==> config.mk <==
export PLATFORM = sky130hd
export DESIGN_NAME = if_id_queue
export DESIGN_NICKNAME = d
export VERILOG_FILES = /design/src/rtl/if_id_queue_pkg.sv /design/src/rtl/if_id_queue_fifo_ptr.sv /design/src/rtl/if_id_queue.sv
export SDC_FILE = /design/constraint.sdc
export NUM_CORES = 1
export LEC_CHECK = 0
export BUFFER_PORTS_ARGS = -buffer_cell sky130_fd_sc_hd__buf_2
export CAP_MARGIN = 10
export CORE_ASPECT_RATIO = 1.5
export CORE_MARGIN = 4
export CORE_UTILIZATION = 45
export CTS_BUF_LIST = sky130_fd_sc_hd__clkbuf_8 sky130_fd_sc_hd__clkbuf_16
export DETAILED_ROUTE_END_ITERATION = 10
export HOLD_SLACK_MARGIN = 0.05
export SETUP_SLACK_MARGIN = 0.02
export SYNTH_ARGS = -nofsm -noshare
export SYNTH_HDL_FRONTEND = slang
export SYNTH_SLANG_ARGS = --single-unit
export TNS_END_PERCENT = 50
==> constraint.sdc <==
create_clock -name clk_i -period 3.6 [get_ports clk_i]
set_clock_uncertainty 0.05 [all_clocks]
set_input_delay 0.18 -clock clk_i [delete_from_list [all_inputs] [get_ports clk_i]]
set_output_delay 0.18 -clock clk_i [all_outputs]
set_load 0.005 [all_outputs]
==> src/rtl/if_id_queue_pkg.sv <==
// Shared definitions for the IF->ID queue: bus-width defaults, bubble word and
// the push/pop operation encoding used by the pointer bookkeeping.
package if_id_queue_pkg;

    localparam int unsigned INST_ADDR_BUS = 32;
    localparam int unsigned INST_DATA_BUS = 32;
    localparam int unsigned SIDE_BUS      = 4;
    localparam logic        RST_ENABLE    = 1'b1;
    localparam logic [31:0] ZEROWORD      = 32'h0000_0000;

    typedef enum logic [1:0] {
        OpIdle = 2'b00,
        OpPush = 2'b01,
        OpPop  = 2'b10,
        OpBoth = 2'b11
    } fifo_op_e;

    function automatic fifo_op_e fifo_op(input logic push, input logic pop);
        return fifo_op_e'({pop, push});
    endfunction

endpackage

==> src/rtl/if_id_queue_fifo_ptr.sv <==
// Pointer and occupancy bookkeeping for a power-of-two FIFO; storage lives in the
// instantiating module so the same block can serve the MEM-side queue.
module if_id_queue_fifo_ptr
    import if_id_queue_pkg::*;
#(
    parameter int unsigned DEPTH = 4,
    localparam int unsigned PtrW = $clog2(DEPTH),
    localparam int unsigned CntW = $clog2(DEPTH + 1)
) (
    input  logic            clk_i,
    input  logic            rst_i,
    input  logic            push_i,
    input  logic            pop_i,
    input  logic            clr_i,
    output logic [PtrW-1:0] wr_ptr_o,
    output logic [PtrW-1:0] rd_ptr_o,
    output logic [CntW-1:0] count_o,
    output logic            full_o,
    output logic            empty_o
);

    logic [PtrW-1:0] wr_ptr_q, wr_ptr_d;
    logic [PtrW-1:0] rd_ptr_q, rd_ptr_d;
    logic [CntW-1:0] count_q, count_d;
    logic            push_ok, pop_ok;

    assign full_o  = (count_q == CntW'(DEPTH));
    assign empty_o = (count_q == '0);

    // Guard locally so a careless caller can never over/underflow the count.
    assign push_ok = push_i & ~full_o;
    assign pop_ok  = pop_i & ~empty_o;

    always_comb begin
        wr_ptr_d = wr_ptr_q;
        rd_ptr_d = rd_ptr_q;
        count_d  = count_q;
        if (clr_i) begin
            wr_ptr_d = '0;
            rd_ptr_d = '0;
            count_d  = '0;
        end else begin
            unique case (fifo_op(push_ok, pop_ok))
                OpPush: begin
                    wr_ptr_d = wr_ptr_q + PtrW'(1);
                    count_d  = count_q + CntW'(1);
                end
                OpPop: begin
                    rd_ptr_d = rd_ptr_q + PtrW'(1);
                    count_d  = count_q - CntW'(1);
                end
                OpBoth: begin
                    wr_ptr_d = wr_ptr_q + PtrW'(1);
                    rd_ptr_d = rd_ptr_q + PtrW'(1);
                end
                OpIdle: ;
            endcase
        end
    end

    always_ff @(posedge clk_i) begin
        if (rst_i == RST_ENABLE) begin
            wr_ptr_q <= '0;
            rd_ptr_q <= '0;
            count_q  <= '0;
        end else begin
            wr_ptr_q <= wr_ptr_d;
            rd_ptr_q <= rd_ptr_d;
            count_q  <= count_d;
        end
    end

    assign wr_ptr_o = wr_ptr_q;
    assign rd_ptr_o = rd_ptr_q;
    assign count_o  = count_q;

endmodule

==> src/rtl/if_id_queue.sv <==
// IF->ID boundary FIFO of {side, inst, pc}; lets IF fetch ahead while ID stalls and
// presents an all-zero bubble to ID when empty.
module if_id_queue
    import if_id_queue_pkg::*;
#(
    parameter int unsigned ADDR_W = INST_ADDR_BUS,
    parameter int unsigned DATA_W = INST_DATA_BUS,
    parameter int unsigned SIDE_W = SIDE_BUS,
    parameter int unsigned DEPTH  = 4,
    parameter int unsigned AFULL  = 3,
    localparam int unsigned CntW  = $clog2(DEPTH + 1)
) (
    input  logic              clk_i,
    input  logic              rst_i,
    input  logic              flush_i,
    input  logic              if_valid_i,
    output logic              if_ready_o,
    input  logic [ADDR_W-1:0] if_pc_i,
    input  logic [DATA_W-1:0] if_inst_i,
    input  logic [SIDE_W-1:0] if_side_i,
    output logic              id_valid_o,
    input  logic              id_ready_i,
    output logic [ADDR_W-1:0] id_pc_o,
    output logic [DATA_W-1:0] id_inst_o,
    output logic [SIDE_W-1:0] id_side_o,
    output logic [CntW-1:0]   count_o,
    output logic              almost_full_o
);

    localparam int unsigned PtrW   = $clog2(DEPTH);
    localparam int unsigned EntryW = SIDE_W + DATA_W + ADDR_W;

    logic [EntryW-1:0] mem_q [DEPTH];
    logic [EntryW-1:0] head;
    logic [PtrW-1:0]   wr_ptr, rd_ptr;
    logic              full, empty;
    logic              push, pop;

    // Handshakes: if_ready is purely ~full, so a full queue never pushes on a pop cycle.
    assign push = if_valid_i & ~full & ~flush_i;
    assign pop  = ~empty & id_ready_i & ~flush_i;

    if_id_queue_fifo_ptr #(
        .DEPTH (DEPTH)
    ) u_fifo_ptr (
        .clk_i    (clk_i),
        .rst_i    (rst_i),
        .push_i   (push),
        .pop_i    (pop),
        .clr_i    (flush_i),
        .wr_ptr_o (wr_ptr),
        .rd_ptr_o (rd_ptr),
        .count_o  (count_o),
        .full_o   (full),
        .empty_o  (empty)
    );

    always_ff @(posedge clk_i) begin
        if (push) begin
            mem_q[wr_ptr] <= {if_side_i, if_inst_i, if_pc_i};
        end
    end

    assign head = mem_q[rd_ptr];

    always_comb begin
        id_pc_o   = ADDR_W'(ZEROWORD);
        id_inst_o = DATA_W'(ZEROWORD);
        id_side_o = '0;
        if (!empty) begin
            {id_side_o, id_inst_o, id_pc_o} = head;
        end
    end

    assign if_ready_o    = ~full;
    assign id_valid_o    = ~empty;
    assign almost_full_o = (count_o >= CntW'(AFULL));

endmodule

* Word-level counts from Yosys, hierarchy flattened
Memory sizes are Yosys's and may differ from the RTL's. A register that Yosys moved wholly into a read port is not among the register bits.
Index checks and enable logic that the tools add are counted.
** Operators by class
- Add/subtract/negate cells :: 4
- $lt $le $gt $ge :: 1
- Equality and inequality tests :: 4
- Muxes and demuxes :: 8
- Bitwise logic cells :: 9
- Reductions and logical operators :: 5
** Operators by type and width (number)
- 2-to-1 mux 32 bit :: 2
- AND 1 bit :: 6
- one-hot mux 3 bit (2 select lines) :: 1
- OR reduction 2 bit :: 3
- adder 2 x 1 -> 2 bit (second input constant) :: 2
- equality test 2 bit (second input constant) :: 2
- 2-to-1 mux 2 bit :: 2
- 2-to-1 mux 4 bit :: 1
- adder 3 x 1 -> 3 bit (second input constant) :: 1
- equality test 3 bit (second input constant) :: 1
- greater-or-equal comparator 3 x 2 -> 1 bit (second input constant) :: 1
- logical NOT 3 bit :: 1
- inverter 1 bit :: 3
- subtractor 3 x 1 -> 3 bit (second input constant) :: 1
- equality test 2 x 1 -> 1 bit (second input constant) :: 1
- 2-to-1 mux 1 bit :: 2
- nonzero test 2 bit :: 1
** Word-level totals
- Bits in registers :: 7
- Bits in writable memories :: 272
- Input bits :: 73
- Output and inout bits :: 74
- Word-level logic and storage cells :: 35
- Memories :: 1
** Memory list
- mem_q :: words 4, bits a word 68, rd ports 1, clocked after memory_dff 1, write ports 1, RTL line if_id_queue.sv:33 : logic [EntryW-1:0] mem_q [DEPTH];

* Depth between registers and ports, before layout
- Word-level depth :: 9
- Depth in mapped cells :: 10

* Modules after synthesis
Synthesis repeated with hierarchy kept, for this count alone.
** Second synthesis, totals
- Cells, all modules :: 561
- Area total of the unflattened synthesis :: 10588.9 um2
** Modules (own cells, without submodules)
- if_id_queue :: instances 1, cells each 519, area an instance 10228.6 um2, seq. area each 8167.8 um2
- if_id_queue_fifo_ptr :: instances 1, cells each 42, area an instance 360.3 um2, seq. area each 140.1 um2

* Least setup slack after synthesis
No wires, ideal clock.
- Path kind :: register to register
- Start point :: register u_fifo_ptr.count_q[0], in the netlist u_fifo_ptr.count_o[0]
- End point :: memory mem_q[0][0] (netlist name) (enable)
- Data arrival time :: 2.329 ns
- Path slack :: 0.787 ns
- Cell stages (with the launch flop) :: 4
- Cells stage by stage :: dfxtp_1 or3b_1 buf_2 and3_1
** On the way
- Word-level cells in the longest chain between the ends :: 6
** RTL lines
- start, declared :: RTL line if_id_queue_fifo_ptr.sv:24 : logic [CntW-1:0] count_q, count_d;
- start signal, assigned :: RTL line if_id_queue_fifo_ptr.sv:69 : count_q <= count_d;
- equality test 3 bit :: RTL line if_id_queue_fifo_ptr.sv:27 : assign full_o = (count_q == CntW'(DEPTH));
- inverter 1 bit
- named net if_ready_o :: RTL line if_id_queue.sv:17 : output logic if_ready_o,
- AND 1 bit (2 in series) :: RTL line if_id_queue.sv:40 : assign push = if_valid_i & ~full & ~flush_i;
- 2-to-1 mux 1 bit :: RTL line if_id_queue.sv:59 : if (push) begin
- 2-to-1 mux 1 bit (implied by the code) :: RTL line if_id_queue.sv:60 : mem_q[wr_ptr] <= {if_side_i, if_inst_i, if_pc_i};
- end, declared :: RTL line if_id_queue.sv:33
The timed path passes the listed nets, and every way through them passes these cells.

==> flow_results.org <==
** Global route
- The initial antenna violation count was 2.
- Entering global routing, the biggest net connects 70 pins.
- Total Routing Usage GR :: between 15 and 20%
- Vias in the first global route :: 6142
- GRT Residual Overflow :: 0
- The first global-routing pass estimated approximately 34 mm of wire.

** Routing
- After detailed routing, the number of vias per cell comes to just over 5.
- Detailed-route wire length per cell :: about 20 um
- After the first detailed-routing iteration, the DRC count stood at between 200 and 300.
- For this run, design rule violations remaining after detail routing come to 0.
- Overall via count from detail_route :: between 5000 and 6000
- The detail route stage leaves a number of antenna-violating nets equal to 0.
- After detailed routing, the total wire length is between 20 and 25 mm.
- The first detailed-routing pass took 4 iterations.

** Floorplanning
- In this run the horizontal extent of the chip is around 130 um.
- Top Ports :: ~150
- The die covers about 0.027 mm^2.
- Vertical die dimension :: 198 um
- The floorplan has between 60 and 70 rows.
- Area of the placeable core :: about 0.024 mm^2
- Initial cell density of the core :: a little under half

** Logic synthesis
- The synthesized design contains 272 enable-type register cells.
- Post-Syn Instances :: between 400 and 500
- Top cells by area, synth :: sky130_fd_sc_hd__edfxtp_1 (76%), sky130_fd_sc_hd__mux4_2 (14%), sky130_fd_sc_hd__and2_1 (4.0%)
- Mapped Nets :: ~570
- Most common cell in the netlist :: sky130_fd_sc_hd__edfxtp_1
- In the synthesized netlist the async set-or-reset flop fraction comes to 0%.
- In the synthesized netlist, the cells that appear most often are sky130_fd_sc_hd__edfxtp_1 (272), sky130_fd_sc_hd__and2_1 (69), sky130_fd_sc_hd__mux4_2 (68).
- The synthesized design spends more area on one cell type than any other, namely sky130_fd_sc_hd__edfxtp_1.
- Top_reg_cell synth :: sky130_fd_sc_hd__edfxtp_1
- For this run, the number of Yosys warnings is 0.
- Synth Area per Inst :: between 20 and 25 um^2
- Area share of the largest cell type after synthesis :: approximately 76%
- Of the synthesized area, sequential elements account for between 70 and 80%.
- The netlist uses 27 different library cells.
- Cell area after synthesis :: between 0.01 and 0.015 mm^2
- Total of flip-flops plus latches after synthesis :: 281

** Placed design
- GPL Wtd Cong :: around 0.71
- After legalization and detailed placement, the total HPWL measured 12.3 mm.
- Count of input and output buffers :: 146

** STA
- Final setup violating endpoints :: 0
- For the pin with the worst max-slew slack, the measured transition is between 1 and 1.5 ns.
- Number of failing hold endpoints at the final stage :: 0
- The worst path in the final design needs a cycle of roughly 2.8 ns, including I/O delays and setup.
- FMAX :: between 300 and 400 MHz
- Final worst-path cycle share :: between 70% and 80%
- Summed over all failing endpoints, the final setup total negative slack is 0 ns.
- Final Slew Violations :: 0
- In this run the tightest slew margin relative to its limit is 27.0%.
- Setup repair after global routing missed its margin :: false

** CTS
- Clock Path Buffers :: 3
- Once the clock tree was built, the setup fixing pass inserted 0 buffers.
- Clock root buffer :: sky130_fd_sc_hd__clkbuf_16
- After clock tree synthesis, the clock-pin slew on the worst setup and hold paths is approximately 0.060 ns.
- CTS tree :: yes
- The clock reaches the later pin of the worst-skew pair after ~0.52 ns.
- Clock sinks :: approximately 280
- TritonCTS buffer count :: 26
- H-tree levels :: 1

** Worst setup path
- Crit. End Element :: primary output
- The critical path is of the reg2out type.
- STA classifies the critical path startpoint as a flop.
- Cells traversed along the worst timing path :: buf_4, mux4_2, and2_1, buf_2
- Data arrival time at the worst-slack endpoint :: approximately 2.5 ns
- In this run the worst path has a maximum fanout of 30.
- Required time worst endpoint :: between 3 and 4 ns
- Largest stage delay, worst path :: 0.77 ns
- For this design, the slowest cell found on the critical path is sky130_fd_sc_hd__dfxtp_4.

** Finish
- Of the cells placed in the final design, the portion with a size suffix greater than 1 is between 30% and 40%.
- At the end of the flow, the number of nets in the layout was between 700 and 800.
- Relative to the synthesized area, the layout overhead comes to 24.6%.
- Fin util :: 56.8%

** Power
- Dividing total power by cell area gives a power density of approximately 480 mW/mm^2.
- Summed over all cells, the static leakage comes to between 4 and 5 nW.
- Max IR drop VDD :: about 0.38 mV

** Run
- Number of maximum-capacitance constraint violations :: 0

** Outcome
- The flow ran to the end, and the final reports show no timing, DRC or antenna violations.

** Min path
- The path class of the tightest hold or removal check is in2reg.
timing repair:
item                      in CTS  in global routing
hold buffers                  73                  0
hold endpoints to repair     281                  0
resized for setup              0                  0
stage by stage:
stage          hold slack [ns]  setup WS [ns]  instance area (um^2)  power [mW]  std cells
5_1_grt                  0.144          0.636                 13400        6.78       1059
2_1_floorplan            0.229          0.787                 10800        3.81        488
3_3_place_gp             0.339           1.13                 11900        3.93        937
4_1_cts                  0.101          0.733                 13400        6.60       1058
3_5_place_dp             0.347           1.05                 11900        3.94        937
6_report                 0.126          0.829                 13400        6.51       1059
cell type report:
type / count / area (um^2)
Fill cell: 1905 / 10200
Sequential cell: 281 / 8360
Multi-Input combinational cell: 175 / 2270
Timing Repair Buffer: 229 / 1570
Clock buffer: 27 / 676
Tap cell: 319 / 399
Clock inverter: 21 / 138
Inverter: 6 / 22.5
Antenna cell: 1 / 2.50
cells by family after synthesis:
group                    count (synthesis)  synth area share, %
AO/OA/AOI/OAI                            8                0.441
XOR/XNOR                                 3                0.244
adder cells (fa/ha/maj)                  7                0.882
buffers and inverters                   32                 1.73
flip-flops                             281                 77.4
multiplexers                            68                 14.2
AND/OR/NAND/NOR                         89                 5.09
routing by layer:
| metal | up-vias | share of wire [%] | GRT usage, % |
|---|---|---|---|
| li1 | 2435 | - | - |
| met1 | 2788 | 40 | 20.6 |
| met2 | 139 | 53 | 29.7 |
| met3 | 27 | 5.5 | 2.80 |
| met4 | 2 | 1.6 | 3.89 |
| met5 | - | 0.033 | 0 |
critical path, delay by kind of cell (launching register included):
| kind | cells | cell delay [ns] |
|---|---|---|
| AND/OR/NAND/NOR | 1 | 0.19 |
| flip-flops | 1 | 0.77 |
| buffers and inverters | 2 | 0.52 |
| multiplexers | 1 | 0.53 |
final timing paths:
| path | to | slack [ns] | from | depth (start not counted) |
|---|---|---|---|---|
| max | id_inst_o[26] | 0.83 | flop | 4 |
| min | u_fifo_ptr.wr_ptr_o[0] | 0.13 | if_valid_i | 4 |
| max reg2reg | u_fifo_ptr.count_o[2] | 1.00 | u_fifo_ptr.count_o[2] | 9 |
| min reg2reg | u_fifo_ptr.rd_ptr_o[1] | 0.49 | u_fifo_ptr.rd_ptr_o[1] | 2 |
flip-flops by register name (all words and copies together), names as in the netlist, named ones only:
signal	cells
mem_q	272
u_fifo_ptr.count_o	3
u_fifo_ptr.rd_ptr_o	2
u_fifo_ptr.wr_ptr_o	2
layout by cell type, fill, tap and decap left out:
| cell | n |
|---|---|
| sky130_fd_sc_hd__fa_1 | 1 |
| sky130_fd_sc_hd__nor2b_1 | 1 |
| sky130_fd_sc_hd__inv_1 | 16 |
| sky130_fd_sc_hd__nor3_1 | 1 |
| sky130_fd_sc_hd__buf_4 | 7 |
| sky130_fd_sc_hd__ha_1 | 6 |
| sky130_fd_sc_hd__nand3_1 | 1 |
| sky130_fd_sc_hd__dlygate4sd3_1 | 73 |
| sky130_fd_sc_hd__buf_12 | 3 |
| sky130_fd_sc_hd__diode_2 | 1 |
| sky130_fd_sc_hd__dfxtp_1 | 7 |
| sky130_fd_sc_hd__o31ai_1 | 1 |
| sky130_fd_sc_hd__nor2_1 | 5 |
| sky130_fd_sc_hd__or3_1 | 1 |
| sky130_fd_sc_hd__or3_2 | 1 |
| sky130_fd_sc_hd__dfxtp_4 | 2 |
| sky130_fd_sc_hd__buf_2 | 146 |
| sky130_fd_sc_hd__or3b_1 | 1 |
| sky130_fd_sc_hd__clkbuf_16 | 27 |
| sky130_fd_sc_hd__o21ai_0 | 2 |
| sky130_fd_sc_hd__nor3b_1 | 2 |
| sky130_fd_sc_hd__xor2_1 | 3 |
| sky130_fd_sc_hd__clkinv_2 | 5 |
| sky130_fd_sc_hd__or2_2 | 1 |
| sky130_fd_sc_hd__a21oi_1 | 3 |
| sky130_fd_sc_hd__clkinv_1 | 4 |
| sky130_fd_sc_hd__and3b_1 | 1 |
| sky130_fd_sc_hd__a21o_1 | 2 |
| sky130_fd_sc_hd__bufinv_16 | 2 |
| sky130_fd_sc_hd__and2_1 | 69 |
| sky130_fd_sc_hd__and3_4 | 4 |
| sky130_fd_sc_hd__edfxtp_1 | 272 |
| sky130_fd_sc_hd__nand4_1 | 1 |
| sky130_fd_sc_hd__mux4_2 | 68 |
power breakdown:
| group | switching (mW) | internal (mW) |
|---|---|---|
| combinational | 0.129 | 0.152 |
| sequential | 0.0121 | 3.63 |
| clock | 1.10 | 1.49 |
(Power assumes the default switching activity.)
